`src/rtl/pc_sequencer.sv`:
```
// Fetch-stage program counter with branch/jump/return/exception redirect, circular RAS and redirect pulse.
// Define PC_ALIGN_CHECK_EN to trap misaligned jump/branch/ret targets to EXC_VECTOR.
module pc_sequencer #(
    parameter int               WIDTH        = 32,
    parameter logic [WIDTH-1:0] RESET_VECTOR = '0,
    parameter int               STEP         = 4,
    parameter logic [WIDTH-1:0] EXC_VECTOR   = 'h0000_0180,
    parameter int               RAS_DEPTH    = 4
) (
    input  logic                         clk,
    input  logic                         rst,
    input  logic                         stall,
    input  logic                         branch_taken,
    input  logic [WIDTH-1:0]             branch_target,
    input  logic                         jump,
    input  logic [WIDTH-1:0]             jump_target,
    input  logic                         call,
    input  logic                         ret,
    input  logic                         exception,
    output logic [WIDTH-1:0]             pc_out,
    output logic [WIDTH-1:0]             pc_next,
    output logic                         redirect_valid,
    output logic [$clog2(RAS_DEPTH):0]   ras_count,
    output logic                         ras_overflow,
    output logic                         ras_underflow,
    output logic                         misalign
);
    localparam int PW = $clog2(RAS_DEPTH);
    localparam int CW = PW + 1;
    localparam logic [WIDTH-1:0] STEP_V = WIDTH'(STEP);

    logic [WIDTH-1:0] ras_mem [RAS_DEPTH];
    logic [PW-1:0]    ras_top;
    logic [PW-1:0]    top_idx;
    logic [WIDTH-1:0] pc_seq;
    logic [WIDTH-1:0] ras_data;
    logic [WIDTH-1:0] target;
    logic             take_target;
    logic             redir;
    logic             do_push;
    logic             do_pop;
    logic             underflow_set;
    logic             mis;

    // ras_top is the next free slot; when full it also points at the oldest entry
    assign pc_seq   = pc_out + STEP_V;
    assign top_idx  = ras_top - PW'(1);
    assign ras_data = ras_mem[top_idx];

    always_comb begin
        pc_next       = pc_seq;
        target        = pc_seq;
        take_target   = 1'b0;
        redir         = 1'b0;
        do_push       = 1'b0;
        do_pop        = 1'b0;
        underflow_set = 1'b0;
        mis           = 1'b0;
        if (exception) begin
            pc_next = EXC_VECTOR;
            redir   = 1'b1;
        end else if (stall) begin
            pc_next = pc_out;
        end else begin
            if (ret) begin
                redir = 1'b1;
                if (ras_count == '0) begin
                    underflow_set = 1'b1;
                end else begin
                    target      = ras_data;
                    take_target = 1'b1;
                    do_pop      = 1'b1;
                end
            end else if (jump) begin
                target      = jump_target;
                take_target = 1'b1;
                redir       = 1'b1;
                do_push     = call;
            end else if (branch_taken) begin
                target      = branch_target;
                take_target = 1'b1;
                redir       = 1'b1;
            end
            if (take_target) begin
                pc_next = target;
            end
`ifdef PC_ALIGN_CHECK_EN
            if (take_target && ((target & WIDTH'(STEP - 1)) != '0)) begin
                pc_next = EXC_VECTOR;
                mis     = 1'b1;
                do_push = 1'b0;
                do_pop  = 1'b0;
            end
`endif
        end
    end

    always_ff @(posedge clk) begin
        if (rst) begin
            pc_out         <= RESET_VECTOR;
            redirect_valid <= 1'b0;
            ras_count      <= '0;
            ras_top        <= '0;
            ras_overflow   <= 1'b0;
            ras_underflow  <= 1'b0;
        end else begin
            pc_out         <= pc_next;
            redirect_valid <= redir;
            if (do_push) begin
                ras_top <= ras_top + PW'(1);
                if (ras_count == CW'(RAS_DEPTH)) begin
                    ras_overflow <= 1'b1;
                end else begin
                    ras_count <= ras_count + CW'(1);
                end
            end else if (do_pop) begin
                ras_top   <= top_idx;
                ras_count <= ras_count - CW'(1);
            end
            if (underflow_set) begin
                ras_underflow <= 1'b1;
            end
        end
    end

    // Stack storage carries no reset; validity is tracked by ras_count
    always_ff @(posedge clk) begin
        if (!rst && do_push) begin
            ras_mem[ras_top] <= pc_seq;
        end
    end

`ifdef PC_ALIGN_CHECK_EN
    always_ff @(posedge clk) begin
        if (rst) begin
            misalign <= 1'b0;
        end else begin
            misalign <= mis;
        end
    end
`else
    assign misalign = 1'b0;
`endif

endmodule
```
`config.mk`:
```
export PLATFORM = sky130hd
export DESIGN_NAME = pc_sequencer
export DESIGN_NICKNAME = d
export VERILOG_FILES = /design/src/rtl/pc_sequencer.sv
export SDC_FILE = /design/constraint.sdc
export NUM_CORES = 1
export LEC_CHECK = 0
export BUFFER_PORTS_ARGS = -buffer_cell sky130_fd_sc_hd__buf_2
export CELL_PAD_IN_SITES_DETAIL_PLACEMENT = 0
export CELL_PAD_IN_SITES_GLOBAL_PLACEMENT = 1
export CORE_ASPECT_RATIO = 0.6
export CORE_UTILIZATION = 40
export CTS_CLUSTER_DIAMETER = 120
export CTS_CLUSTER_SIZE = 40
export DETAILED_ROUTE_END_ITERATION = 10
export PLACE_DENSITY = 0.73
export REMOVE_ABC_BUFFERS = 1
export SKIP_LAST_GASP = 1
export SLEW_MARGIN = 20
export SYNTH_ARGS = -nofsm -noshare
export SYNTH_HDL_FRONTEND = slang
export SYNTH_SLANG_ARGS = --single-unit
export TNS_END_PERCENT = 50
```
`constraint.sdc`:
```
create_clock -name clk -period 4.9 [get_ports clk]
set_input_delay 0.735 -clock clk [delete_from_list [all_inputs] [get_ports clk]]
set_output_delay 0.735 -clock clk [all_outputs]
set_load 0.05 [all_outputs]
```
==> results.md <==
* Internal cell power at 2.379 mW
* Die H at 115.6 um
* Pin count of the biggest net entering global routing at 36
* Number of synthesized flops with an enable pin at 128
* Hold crit path type: reg2reg
* Global-route wire length before repair at 42160 um
* Ratio of cells with drive above 1 in the final layout at 30.27%
* Fmax achieved at 240.3 MHz
* Clock power frac at 38.8%
* Synthesized instance count at 704
* Final period util at 84.91%
* GRT met3 Usage at 5.542%
* Worst hold margin at 471.4 ps
* Cell mode on critical path: buf_2
* Vias in the first global route at 6405
* Final antenna-violating net count at 0
* Area of the multi-input gates at 3548 um2
* Met2 Resource Use GR at 37.03%
* Register share of total power at 47.3%
* DR pass1 iterations at 5
* Setup-failing EPs final at 0
* Pwr/cell area at 329.4 nW/um2
* Max_slew headroom at 21.69%
* Initial antenna violation count at 0
* Wire per inst at 25.74 um
* Maximum capacitance violations at 0
* Fill cell count at 1905
* Yosys warns at 0
* P_leak at 3.688 nW
* NumNets Final at 904
* Layout area overhead at 17.32%
* Post-CTS Setup Inserts at 0
* Worst-path clk slew at 70 ps
* # IOs at 143
* CTS tree: yes
* WP data arrival at 3430 ps
* Clock root cell: clkbuf_16
* Drt drc at 0
* Post-cts resize count at 0
* Slowest CP cell: a211oi_1
* CP required at 4160 ps
* Total gr overflow at 0
* Largest stage delay on the critical path at 450 ps
* Worst slew pin tran at 1170 ps
* Final Hold Viols at 0
* Register area at 4646 um2
* Main synth FF type: edfxtp_1
* RSZ-0062 raised after global routing: no
* Worst skew pair latency at 430 ps
* CTS Hold Bufs at 0
* Crit path capture type: output port
* CP delay by family, top: buffers and inverters
* Crit-path cells: buf_2, buf_4, or3_1, nand2_2, o31ai_1, a21oi_1, a211oi_1, buf_2
* Post-DP HPWL at 19640 um
* CP bufs+invs at 3
* Final Max Slew Viols at 0
* Starting density of the core at 40.90%
* Sw Pwr at 944.8 uW
* FFs w/ async S/R, synth at 0%
* Core Area at 21030 um2
* Clk sinks at 168
* Post-synthesis sequential area ratio at 53.99%
* Total die area at 22110 um2
* Switch share at 28.42%
* Minimum clock period at 4161 ps
* GRT busiest layer: met1
* Vias post-DR at 6912
* Worst-path maximum fanout at 22
* Finished Core Util at 47.98%
* Outcome: completed
* CTS buffer count at 17
* DRT iter0 DRCs at 913
* DIE WIDTH at 191.3 um
* RePlAce Congestion at 0.9045
* Comb power frac at 13.9%
* Clock skew at 7.661 ps
* Met1 usage at 41.61%
* Drt total wl at 28780 um
* GRT Total Usage at 26.61%
* CP Class: in2out
* Clock tree buffer depth at 2
* # diodes at 0
* VDD IR max at 0.0002255 V
* Yosys cell types at 87
* Synth Register Bits at 168
* Site row count at 41
* Startpoint class of the critical path: input port
* Synthesized area per cell at 12.22 um2
* H-tree lvl count at 4
* Routed vias/inst at 6.182
* I/O Buffers at 141
* Synthesized area at 8602 um2
metal layers:
| layer | vias up | share of wire, % |
|---|---|---|
| met5 | - | 0 |
| met4 | 0 | 1.7 |
| met3 | 40 | 10 |
| met2 | 435 | 42 |
| met1 | 3455 | 46 |
| li1 | 2982 | - |
layout by cell type, fill, tap and decap left out, drive strengths merged, types with 17 or more instances in the layout:
cell and instances:
nand2 38, buf 160, edfxtp 128, nor2 59
inv 25, xnor2 17, dfxtp 40, a21oi 33
o21ai 20, mux4 32, clkbuf 20, nand3 23
and2 20
final timing paths:
| check | from | to | slack, ps | cells after the start |
|---|---|---|---|---|
| worst max-delay path | ret | pc_next[26] | 740 | 8 |
| worst min-delay path | ras_overflow | ras_overflow | 470 | 1 |
| worst max register to register | pc_out[2] | ras_mem[0][24] | 2030 | 7 |
| worst min register to register | ras_overflow | ras_overflow | 470 | 1 |
cell usage after synthesis (all sizes together), types with 4 or more instances:
cell type | instances | area share, %
a2111oi | 4 | 0.41
a211oi | 8 | 0.70
a21oi | 33 | 2.0
a221oi | 8 | 0.81
a22oi | 5 | 0.44
a31oi | 8 | 0.58
and2 | 20 | 1.5
and3 | 12 | 0.96
and4 | 5 | 0.52
buf | 27 | 1.9
clkbuf | 28 | 1.8
dfxtp | 40 | 9.3
edfxtp | 128 | 45
ha | 5 | 0.73
inv | 21 | 0.92
mux2i | 10 | 1.2
mux4 | 32 | 8.4
nand2 | 38 | 1.7
nand2b | 5 | 0.36
nand3 | 23 | 1.5
nand4 | 13 | 1.1
nor2 | 59 | 2.6
nor3 | 11 | 0.70
nor4 | 12 | 0.87
o211ai | 5 | 0.44
o21a | 4 | 0.35
o21ai | 20 | 1.2
o22ai | 9 | 0.65
o32ai | 6 | 0.61
or4b | 4 | 0.51
xnor2 | 17 | 1.7
xor2 | 13 | 1.3
flip-flops by register name (all words and copies together) (netlist names):
name and count:
ras_underflow 1, ras_mem 128, ras_count 3, ras_top 2, ras_overflow 1, redirect_valid 1, pc_out 32
per-stage QoR:
step	instance area [um2]	power (mW)	setup WS, ps	TNS [ps]	instances
5_1_grt	10090	3.419	654.6	0	1118
3_3_place_gp	9533	2.050	969.9	0	1086
6_report	10090	3.324	739.4	0	1118
4_1_cts	10090	3.327	801.2	0	1118
2_1_floorplan	8260	1.870	-1485	-2328	647
3_5_place_dp	9533	2.055	846.5	0	1086
cell families (layout without fill, tap and decap cells):
group | after synthesis | count (layout) | synth area share [%]
other cells | 1 | 1 | 0.04359
simple gates | 221 | 221 | 14.12
buf+inv | 78 | 213 | 4.887
mux | 44 | 44 | 9.804
flops | 168 | 168 | 53.99
compound gates | 156 | 156 | 13.14
xor+xnor | 30 | 30 | 3.055
fa+ha+maj | 6 | 6 | 0.9600
cell type report:
type	count	area share [%]
Inverter	21	0.7811
Multi-Input combinational cell	458	35.16
Clock inverter	12	0.9050
Sequential cell	168	46.03
Tap cell	279	3.459
Clock buffer	20	4.637
Timing Repair Buffer	160	9.026
power by group through the flow:
stage | clock network [mW] | registers [mW] | logic [mW]
floorplan | 0 | 1.64 | 0.229
global placement | 0 | 1.60 | 0.447
detailed placement | 0 | 1.60 | 0.453
CTS | 1.30 | 1.57 | 0.455
global route | 1.36 | 1.57 | 0.484
finish | 1.29 | 1.57 | 0.461
Note: power is estimated with default switching activity, not from simulation.
